## config.mk

```make
export PLATFORM = sky130hd
export DESIGN_NAME = mips_multicycle_control_flat
export DESIGN_NICKNAME = d
export VERILOG_FILES = /design/src/rtl/mips_multicycle_control_if.sv /design/src/rtl/mips_multicycle_control.sv /design/src/flat_wrapper.sv
export SDC_FILE = /design/constraint.sdc
export NUM_CORES = 1
export LEC_CHECK = 0
export BUFFER_PORTS_ARGS = -buffer_cell sky130_fd_sc_hd__buf_2
export CORE_ASPECT_RATIO = 1.1
export CORE_UTILIZATION = 49
export DETAILED_ROUTE_END_ITERATION = 8
export GPL_TIMING_DRIVEN = 0
export PLACE_DENSITY_LB_ADDON = 0.3
export RECOVER_POWER = 25
export SYNTH_ARGS = -nofsm -noshare
export SYNTH_HDL_FRONTEND = slang
export SYNTH_SLANG_ARGS = --single-unit
```

## constraint.sdc

```tcl
create_clock -name clk -period 1.67 [get_ports clk]
set_input_delay 0.334 -clock clk [delete_from_list [all_inputs] [get_ports clk]]
set_output_delay 0.334 -clock clk [all_outputs]
set_load 0.02 [all_outputs]
```

## src/rtl/mips_multicycle_control_if.sv

```systemverilog
// ---------------------------------------------------------------------------
// mips_multicycle_control_if
//   Bundle between the multicycle MIPS control FSM and its datapath.
//   Instruction fields and the memory handshake come from the datapath.
//   Mux selects, write strobes, the ULA opcode and status go back to it.
//
//   master : the control FSM (reads OP/Funct/mem_ready, drives the controls)
//   slave  : the datapath side (drives OP/Funct/mem_ready, reads the controls)
//
//   Signals: OP[5:0], Funct[5:0], mem_ready,
//            PCWrite, Branch, IorD, MemRead, MemWrite, IRWrite, MemtoReg,
//            RegDst, RegWrite, ULASrcA, ULASrcB[1:0], PCSrc[1:0],
//            ULAControl[ULA_CTRL_W-1:0], mem_err, state_o[3:0]
//            illegal_op (only when ILLEGAL_TRAP_EN is defined)
// ---------------------------------------------------------------------------
interface mips_multicycle_control_if #(
  parameter int ULA_CTRL_W = 3
);
  logic [5:0]            OP;
  logic [5:0]            Funct;
  logic                  mem_ready;
  logic                  PCWrite;
  logic                  Branch;
  logic                  IorD;
  logic                  MemRead;
  logic                  MemWrite;
  logic                  IRWrite;
  logic                  MemtoReg;
  logic                  RegDst;
  logic                  RegWrite;
  logic                  ULASrcA;
  logic [1:0]            ULASrcB;
  logic [1:0]            PCSrc;
  logic [ULA_CTRL_W-1:0] ULAControl;
  logic                  mem_err;
  logic [3:0]            state_o;
`ifdef ILLEGAL_TRAP_EN
  logic                  illegal_op;

  modport master (
    input  OP, Funct, mem_ready,
    output PCWrite, Branch, IorD, MemRead, MemWrite, IRWrite, MemtoReg,
           RegDst, RegWrite, ULASrcA, ULASrcB, PCSrc, ULAControl,
           mem_err, state_o, illegal_op
  );

  modport slave (
    output OP, Funct, mem_ready,
    input  PCWrite, Branch, IorD, MemRead, MemWrite, IRWrite, MemtoReg,
           RegDst, RegWrite, ULASrcA, ULASrcB, PCSrc, ULAControl,
           mem_err, state_o, illegal_op
  );
`else
  modport master (
    input  OP, Funct, mem_ready,
    output PCWrite, Branch, IorD, MemRead, MemWrite, IRWrite, MemtoReg,
           RegDst, RegWrite, ULASrcA, ULASrcB, PCSrc, ULAControl,
           mem_err, state_o
  );

  modport slave (
    output OP, Funct, mem_ready,
    input  PCWrite, Branch, IorD, MemRead, MemWrite, IRWrite, MemtoReg,
           RegDst, RegWrite, ULASrcA, ULASrcB, PCSrc, ULAControl,
           mem_err, state_o
  );
`endif
endinterface

```

## src/rtl/mips_multicycle_control.sv

```systemverilog
// ---------------------------------------------------------------------------
// mips_multicycle_control
//   Moore control FSM for a multicycle MIPS datapath with a shared ULA and a
//   unified memory. Supports add/sub/and/or/slt, lw, sw, beq, addi, andi,
//   ori and j. Every memory state waits on mem_ready. A wait of WAIT_MAX
//   cycles aborts the instruction, returns to FETCH and sets the sticky
//   mem_err flag.
//
//   Ports:
//     clk    rising-edge clock
//     rst_n  synchronous active-low reset
//     ctrl   mips_multicycle_control_if.master (OP/Funct/mem_ready in,
//            datapath controls, mem_err and state_o out)
//
//   Parameters:
//     ULA_CTRL_W  width of ULAControl (>= 3, codes are zero-extended)
//     WAIT_MAX    memory wait cycles before timeout (1..255)
//
//   Optional macro ILLEGAL_TRAP_EN: an unknown OP or R-type Funct enters
//   TRAP (state 12). TRAP raises illegal_op and stays there until reset.
// ---------------------------------------------------------------------------
module mips_multicycle_control #(
  parameter int ULA_CTRL_W = 3,
  parameter int WAIT_MAX   = 15
) (
  input  logic                        clk,
  input  logic                        rst_n,
  mips_multicycle_control_if.master   ctrl
);

  localparam logic [3:0] S_FETCH   = 4'd0;
  localparam logic [3:0] S_DECODE  = 4'd1;
  localparam logic [3:0] S_MEMADR  = 4'd2;
  localparam logic [3:0] S_MEMRD   = 4'd3;
  localparam logic [3:0] S_MEMWB   = 4'd4;
  localparam logic [3:0] S_MEMWR   = 4'd5;
  localparam logic [3:0] S_EXECUTE = 4'd6;
  localparam logic [3:0] S_ALUWB   = 4'd7;
  localparam logic [3:0] S_BRANCH  = 4'd8;
  localparam logic [3:0] S_IEXEC   = 4'd9;
  localparam logic [3:0] S_IWB     = 4'd10;
  localparam logic [3:0] S_JUMP    = 4'd11;
`ifdef ILLEGAL_TRAP_EN
  localparam logic [3:0] S_TRAP    = 4'd12;
`endif

  localparam logic [5:0] OP_RTYPE = 6'b000000;
  localparam logic [5:0] OP_LW    = 6'b100011;
  localparam logic [5:0] OP_SW    = 6'b101011;
  localparam logic [5:0] OP_BEQ   = 6'b000100;
  localparam logic [5:0] OP_ADDI  = 6'b001000;
  localparam logic [5:0] OP_ANDI  = 6'b001100;
  localparam logic [5:0] OP_ORI   = 6'b001101;
  localparam logic [5:0] OP_J     = 6'b000010;

  localparam logic [2:0] ULA_ADD = 3'b010;
  localparam logic [2:0] ULA_SUB = 3'b110;
  localparam logic [2:0] ULA_AND = 3'b000;
  localparam logic [2:0] ULA_OR  = 3'b001;
  localparam logic [2:0] ULA_SLT = 3'b111;

  // Last wait count before a timeout.
  localparam logic [7:0] WAIT_LAST = 8'(WAIT_MAX - 1);

  logic [3:0] state_q, state_d;
  logic [7:0] wait_q,  wait_d;
  logic       mem_err_q, mem_err_d;

  logic       mem_state;
  logic       funct_known;
  logic [2:0] funct_ula;

  // R-type function decode. An unknown Funct falls back to add.
  always_comb begin
    funct_known = 1'b1;
    case (ctrl.Funct)
      6'b100000: funct_ula = ULA_ADD;
      6'b100010: funct_ula = ULA_SUB;
      6'b100100: funct_ula = ULA_AND;
      6'b100101: funct_ula = ULA_OR;
      6'b101010: funct_ula = ULA_SLT;
      default: begin
        funct_ula   = ULA_ADD;
        funct_known = 1'b0;
      end
    endcase
  end

  assign mem_state = (state_q == S_FETCH) || (state_q == S_MEMRD) ||
                     (state_q == S_MEMWR);

  // Next-state, wait counter and timeout.
  always_comb begin
    // NOTE: every combinational output gets a default first; a path that
    // leaves one unassigned would infer a latch.
    state_d   = state_q;
    wait_d    = '0;
    mem_err_d = mem_err_q;

    case (state_q)
      S_FETCH: if (ctrl.mem_ready) state_d = S_DECODE;
      S_DECODE: begin
        case (ctrl.OP)
          OP_LW, OP_SW:               state_d = S_MEMADR;
          OP_RTYPE:                   state_d = S_EXECUTE;
          OP_BEQ:                     state_d = S_BRANCH;
          OP_ADDI, OP_ANDI, OP_ORI:   state_d = S_IEXEC;
          OP_J:                       state_d = S_JUMP;
          default: begin
`ifdef ILLEGAL_TRAP_EN
            state_d = S_TRAP;
`else
            state_d = S_FETCH;
`endif
          end
        endcase
      end
      S_MEMADR:  state_d = (ctrl.OP == OP_SW) ? S_MEMWR : S_MEMRD;
      S_MEMRD:   if (ctrl.mem_ready) state_d = S_MEMWB;
      S_MEMWR:   if (ctrl.mem_ready) state_d = S_FETCH;
      S_EXECUTE: begin
`ifdef ILLEGAL_TRAP_EN
        state_d = funct_known ? S_ALUWB : S_TRAP;
`else
        state_d = S_ALUWB;
`endif
      end
      S_IEXEC:   state_d = S_IWB;
`ifdef ILLEGAL_TRAP_EN
      S_TRAP:    state_d = S_TRAP;
`endif
      default:   state_d = S_FETCH;
    endcase

    // Count stalled memory cycles. The counter clears whenever the access
    // completes or the state is not a memory state. On the last allowed
    // stall, the instruction is dropped and control returns to FETCH.
    if (mem_state && !ctrl.mem_ready) begin
      if (wait_q == WAIT_LAST) begin
        mem_err_d = 1'b1;
        state_d   = S_FETCH;
      end else begin
        wait_d = wait_q + 8'd1;
      end
    end
  end

  always_ff @(posedge clk) begin
    // NOTE: state registers use non-blocking assignments so every flop
    // samples pre-edge values regardless of block ordering.
    if (!rst_n) begin
      state_q   <= S_FETCH;
      wait_q    <= '0;
      mem_err_q <= 1'b0;
    end else begin
      state_q   <= state_d;
      wait_q    <= wait_d;
      mem_err_q <= mem_err_d;
    end
  end

  // Moore outputs. In FETCH, IRWrite and PCWrite follow mem_ready, so they
  // fire only on the cycle the instruction word actually arrives.
  always_comb begin
    ctrl.PCWrite    = 1'b0;
    ctrl.Branch     = 1'b0;
    ctrl.IorD       = 1'b0;
    ctrl.MemRead    = 1'b0;
    ctrl.MemWrite   = 1'b0;
    ctrl.IRWrite    = 1'b0;
    ctrl.MemtoReg   = 1'b0;
    ctrl.RegDst     = 1'b0;
    ctrl.RegWrite   = 1'b0;
    ctrl.ULASrcA    = 1'b0;
    ctrl.ULASrcB    = 2'b00;
    ctrl.PCSrc      = 2'b00;
    ctrl.ULAControl = ULA_CTRL_W'(ULA_ADD);
`ifdef ILLEGAL_TRAP_EN
    ctrl.illegal_op = 1'b0;
`endif

    case (state_q)
      S_FETCH: begin
        ctrl.MemRead = 1'b1;
        ctrl.ULASrcB = 2'b01;
        ctrl.IRWrite = ctrl.mem_ready;
        ctrl.PCWrite = ctrl.mem_ready;
      end
      S_DECODE:  ctrl.ULASrcB = 2'b11;
      S_MEMADR: begin
        ctrl.ULASrcA = 1'b1;
        ctrl.ULASrcB = 2'b10;
      end
      S_MEMRD: begin
        ctrl.IorD    = 1'b1;
        ctrl.MemRead = 1'b1;
      end
      S_MEMWB: begin
        ctrl.MemtoReg = 1'b1;
        ctrl.RegWrite = 1'b1;
      end
      S_MEMWR: begin
        ctrl.IorD     = 1'b1;
        ctrl.MemWrite = 1'b1;
      end
      S_EXECUTE: begin
        ctrl.ULASrcA    = 1'b1;
        ctrl.ULAControl = ULA_CTRL_W'(funct_ula);
      end
      S_ALUWB: begin
        ctrl.RegDst   = 1'b1;
        ctrl.RegWrite = 1'b1;
      end
      S_BRANCH: begin
        ctrl.ULASrcA    = 1'b1;
        ctrl.ULAControl = ULA_CTRL_W'(ULA_SUB);
        ctrl.Branch     = 1'b1;
        ctrl.PCSrc      = 2'b01;
      end
      S_IEXEC: begin
        ctrl.ULASrcA = 1'b1;
        ctrl.ULASrcB = 2'b10;
        if (ctrl.OP == OP_ANDI)     ctrl.ULAControl = ULA_CTRL_W'(ULA_AND);
        else if (ctrl.OP == OP_ORI) ctrl.ULAControl = ULA_CTRL_W'(ULA_OR);
      end
      S_IWB:     ctrl.RegWrite = 1'b1;
      S_JUMP: begin
        ctrl.PCSrc   = 2'b10;
        ctrl.PCWrite = 1'b1;
      end
`ifdef ILLEGAL_TRAP_EN
      S_TRAP: begin
        ctrl.ULAControl = '0;
        ctrl.illegal_op = 1'b1;
      end
`endif
      default: ;
    endcase

    // A synchronous reset only takes effect at the edge. This gating keeps
    // a half-finished instruction from issuing strobes during the reset
    // cycle itself.
    if (!rst_n) begin
      ctrl.PCWrite  = 1'b0;
      ctrl.Branch   = 1'b0;
      ctrl.MemRead  = 1'b0;
      ctrl.MemWrite = 1'b0;
      ctrl.IRWrite  = 1'b0;
      ctrl.RegWrite = 1'b0;
    end
  end

  assign ctrl.state_o = state_q;
  assign ctrl.mem_err = mem_err_q;

endmodule

```

## src/flat_wrapper.sv

```systemverilog
// flat-port wrapper written by rule: the top's interface ports become plain ports
module mips_multicycle_control_flat 
#(
  parameter int ULA_CTRL_W = 3,
  parameter int WAIT_MAX   = 15
)
  (clk, rst_n, ctrl_OP, ctrl_Funct, ctrl_mem_ready, ctrl_PCWrite, ctrl_Branch, ctrl_IorD, ctrl_MemRead, ctrl_MemWrite, ctrl_IRWrite, ctrl_MemtoReg, ctrl_RegDst, ctrl_RegWrite, ctrl_ULASrcA, ctrl_ULASrcB, ctrl_PCSrc, ctrl_ULAControl, ctrl_mem_err, ctrl_state_o);
  mips_multicycle_control_if #(.ULA_CTRL_W(ULA_CTRL_W)) ctrl_i ();
  input  logic clk;
  input  logic rst_n;
  input wire logic [$bits(ctrl_i.OP)-1:0] ctrl_OP;
  input wire logic [$bits(ctrl_i.Funct)-1:0] ctrl_Funct;
  input wire logic [$bits(ctrl_i.mem_ready)-1:0] ctrl_mem_ready;
  output wire logic [$bits(ctrl_i.PCWrite)-1:0] ctrl_PCWrite;
  output wire logic [$bits(ctrl_i.Branch)-1:0] ctrl_Branch;
  output wire logic [$bits(ctrl_i.IorD)-1:0] ctrl_IorD;
  output wire logic [$bits(ctrl_i.MemRead)-1:0] ctrl_MemRead;
  output wire logic [$bits(ctrl_i.MemWrite)-1:0] ctrl_MemWrite;
  output wire logic [$bits(ctrl_i.IRWrite)-1:0] ctrl_IRWrite;
  output wire logic [$bits(ctrl_i.MemtoReg)-1:0] ctrl_MemtoReg;
  output wire logic [$bits(ctrl_i.RegDst)-1:0] ctrl_RegDst;
  output wire logic [$bits(ctrl_i.RegWrite)-1:0] ctrl_RegWrite;
  output wire logic [$bits(ctrl_i.ULASrcA)-1:0] ctrl_ULASrcA;
  output wire logic [$bits(ctrl_i.ULASrcB)-1:0] ctrl_ULASrcB;
  output wire logic [$bits(ctrl_i.PCSrc)-1:0] ctrl_PCSrc;
  output wire logic [$bits(ctrl_i.ULAControl)-1:0] ctrl_ULAControl;
  output wire logic [$bits(ctrl_i.mem_err)-1:0] ctrl_mem_err;
  output wire logic [$bits(ctrl_i.state_o)-1:0] ctrl_state_o;
  assign ctrl_i.OP = ctrl_OP;
  assign ctrl_i.Funct = ctrl_Funct;
  assign ctrl_i.mem_ready = ctrl_mem_ready;
  assign ctrl_PCWrite = ctrl_i.PCWrite;
  assign ctrl_Branch = ctrl_i.Branch;
  assign ctrl_IorD = ctrl_i.IorD;
  assign ctrl_MemRead = ctrl_i.MemRead;
  assign ctrl_MemWrite = ctrl_i.MemWrite;
  assign ctrl_IRWrite = ctrl_i.IRWrite;
  assign ctrl_MemtoReg = ctrl_i.MemtoReg;
  assign ctrl_RegDst = ctrl_i.RegDst;
  assign ctrl_RegWrite = ctrl_i.RegWrite;
  assign ctrl_ULASrcA = ctrl_i.ULASrcA;
  assign ctrl_ULASrcB = ctrl_i.ULASrcB;
  assign ctrl_PCSrc = ctrl_i.PCSrc;
  assign ctrl_ULAControl = ctrl_i.ULAControl;
  assign ctrl_mem_err = ctrl_i.mem_err;
  assign ctrl_state_o = ctrl_i.state_o;
  mips_multicycle_control #(.ULA_CTRL_W(ULA_CTRL_W), .WAIT_MAX(WAIT_MAX)) u_core (.clk(clk), .rst_n(rst_n), .ctrl(ctrl_i));
endmodule
```

==> results.md <==
* Status: complete, but fails checks
* Failing checks: setup timing
* Core area at 0.002021 mm^2
* Root Driver: clkbuf_4
* Clock power share at 28.8%
* Worst vdd ir at 0.5871 mV
* Netlist cell types at 51
* Final setup TNS at -0.3606 ns
* Dpl cells at 197
* RSZ-0062 raised after global routing: true
* Pwr dens at 455.6 mW/mm^2
* Asr flop ratio synth at 0%
* Die width at 46.11 um
* Total routed wirelength at 3458 um
* Crit path arrival time at 1.43 ns
* Critical path fanouts, max at 2
* Final Worst Setup Slack at -0.09841 ns
* Synth cell count leaders: nor2_1, dfxtp_1, nor3_1, nand2b_1
* Internal power consumption at 481.6 uW
* Primary FF master, synth: dfxtp_1
* Sequential-to-total area share from yosys stat at 24.82%
* Minimum clock period at 1.768 ns
* Non-Filler Instances at 211
* Worst-path cell chain: buf_6, nand2b_4, or4b_4, a22oi_2, o21ai_1, buf_4
* Sw frac at 31.14%
* Post-DP HPWL at 1924 um
* Antenna violations before repair at 0
* Clock transition at the registers of the reported paths at 0.08 ns
* Routed vias at 1273
* Clock tree buffer depth at 2
* Clk_lat worst skew at 0.29 ns
* Total CTS buffers at 3
* First-pass GRT wire length at 4747 um
* Final Slew Violations at 0
* Critical Path Source Type: input port
* Synthesized flop and latch total at 13
* Area leader, netlist: dfxtp_1
* # fillers at 143
* Final Power at 699.4 uW
* H-tree depth at 1
* FF+latch area at 275.3 um^2
* Synthesized net count at 153
* Vias per cell at 6.033
* Number of synthesized flops with an enable pin at 0
* Area taken by multi-input logic gates at 834.6 um^2
* Mapped Area at 0.001049 mm^2
* Die area at 0.002329 mm^2
* Wirelength per Cell at 16.39 um
* Crit end category: primary output
* Drt pass-1 iters at 4
* Max-slew headroom at 76.18%
* Critical path type: in -> out
* Mapped Cells at 136
* Worst slew pin tran at 0.3524 ns
* Final period util at 105.9%
* Starting Density at 51.89%
* Placed instance area at 0.001266 mm^2
* 1st-iter DRT viols at 47
* Max Clock Skew at 0.001616 ns
* Synth area leaders: dfxtp_1, nor2_1, nor3_1, nand2b_1, xor2_1
* Final ANT Viol Nets at 0
* # rows at 17
* I/O pins at 37
* Count leader, synth: nor2_1
* Area delta synth->final at 46.42%
* Hold Violations, Final at 0
* Final setup viols at 6
* DRC violations left at 0
* Max Clk Rate at 565.5 MHz
* Mean Syn Cell Area at 7.710 um^2
* Clk sinks at 13
* Reg power frac at 45.3%
* Die Ht at 50.52 um
* Switching power at 217.8 uW
* Final nets at 201
* Slowest CP cell: or4b_4
* GRT overflow at 0
* ANT cells at 0
* Design area at 0.001535 mm^2
* Gate power share at 25.9%
* Yosys top cell area share at 24.82%
* CTS Hold Bufs at 0
* Pin count of the biggest net entering global routing at 11
* Worst hold path class: in -> reg
* Max stage delay on crit path at 0.49 ns
* Synth Warn # at 0
* Vias in the first global route at 1166
* Final Wtd Congestion at 0.8153
* Leak at 0.6580 nW
* Gr usage total at 28.30%
* Number of I/O port buffers at 33
* WP data required at 1.34 ns
* Max-cap violation count at 0
* Fraction of layout cells with a size suffix above 1 at 44.26%
* CTS tree: built
layer usage:
metal	share of wire [%]	global-route usage, %	vias up	wire (um)
li1	-	-	600	-
met1	40	32.01	586	1392
met2	50	46.24	73	1717
met3	7.0	3.957	14	241
met4	3.1	20.59	0	107
met5	0	0	-	0
repair_timing:
| item | in CTS | in global routing |
|---|---|---|
| pin swaps | 7 | 7 |
| setup endpoints to repair | 13 | 11 |
| gates cloned | 0 | 0 |
| setup buffers | 6 | 6 |
| resized for setup | 40 | 15 |
flip-flops by register name (all words and copies together) (netlist names):
signal,flops
u_core.wait_q,8
u_core.ctrl.state_o,4
u_core.ctrl.mem_err,1
final timing paths:
path,startpoint,cells after the start,endpoint,slack [ns]
max,ctrl_Funct[4],6,ctrl_ULAControl[1],-0.1
min,rst_n,2,u_core.ctrl.mem_err,0.37
max reg2reg,u_core.ctrl.state_o[1],6,u_core.ctrl.state_o[0],0.05
min reg2reg,u_core.ctrl.mem_err,1,u_core.ctrl.mem_err,0.47
layout by cell type, fill, tap and decap left out, types with 2 or more instances in the layout:
cell,instances
nor4_1,2
nand3_1,4
nor3_1,7
a221oi_1,2
dfxtp_4,4
nor2_1,16
clkbuf_4,3
buf_6,9
o21ai_1,2
nor2b_1,2
buf_2,20
o21ai_0,2
nand2b_1,2
mux2i_1,2
clkbuf_1,5
nand2b_4,5
ha_1,2
a21o_1,3
nor4b_1,2
and2_4,3
xor2_1,5
buf_4,16
and3_1,2
nor2_2,4
nand2_1,5
xnor2_1,3
a21oi_1,5
nand4_1,3
inv_1,2
and4_4,2
dfxtp_1,9
nor2_4,3
nor3_2,2
final cells by class:
| type | count | area share [%] |
|---|---|---|
| inverters | 2 | 0.4890 |
| well taps | 28 | 2.282 |
| repair buffers | 45 | 19.64 |
| flip-flops and latches | 13 | 17.93 |
| plain buffers | 6 | 3.504 |
| clock buffers | 3 | 1.467 |
| clock inverters | 1 | 0.3260 |
| multi-input cells | 113 | 54.36 |
stage by stage:
| step | hold slack (ns) | utilization, % | worst slack, ns |
|---|---|---|---|
| final | 0.3676 | 75.98 | -0.09841 |
| after global routing | 0.3779 | 75.98 | -0.1654 |
| after CTS | 0.3617 | 73.19 | -0.1207 |
| after detailed placement | 0.4493 | 62.66 | -0.1515 |
| after global placement | 0.4464 | 62.66 | -0.1234 |
| after floorplan | 0.4372 | - | -0.008280 |
kinds of logic after synthesis:
family,share of synthesized area (%)
AND/OR/NAND/NOR,40.10
AO/OA/AOI/OAI,18.62
flip-flops,24.82
buffers and inverters,5.489
XOR/XNOR,6.683
multiplexers,1.909
adder cells (fa/ha/maj),2.386
power by group through the flow:
stage	combinational, mW	sequential (mW)	clock (mW)
6_report	0.181	0.317	0.201
5_1_grt	0.192	0.317	0.212
4_1_cts	0.154	0.320	0.199
3_5_place_dp	0.136	0.328	0
3_3_place_gp	0.132	0.328	0
2_1_floorplan	0.0877	0.330	0
worst max-delay path: cells and delay by family:
| kind | cells | cell delay (ns) |
|---|---|---|
| buffers and inverters | 2 | 0.25 |
| AOI/OAI and AO/OA | 2 | 0.24 |
| and+or+nand+nor | 2 | 0.62 |
No activity file was read; power rests on OpenSTA's default activity.
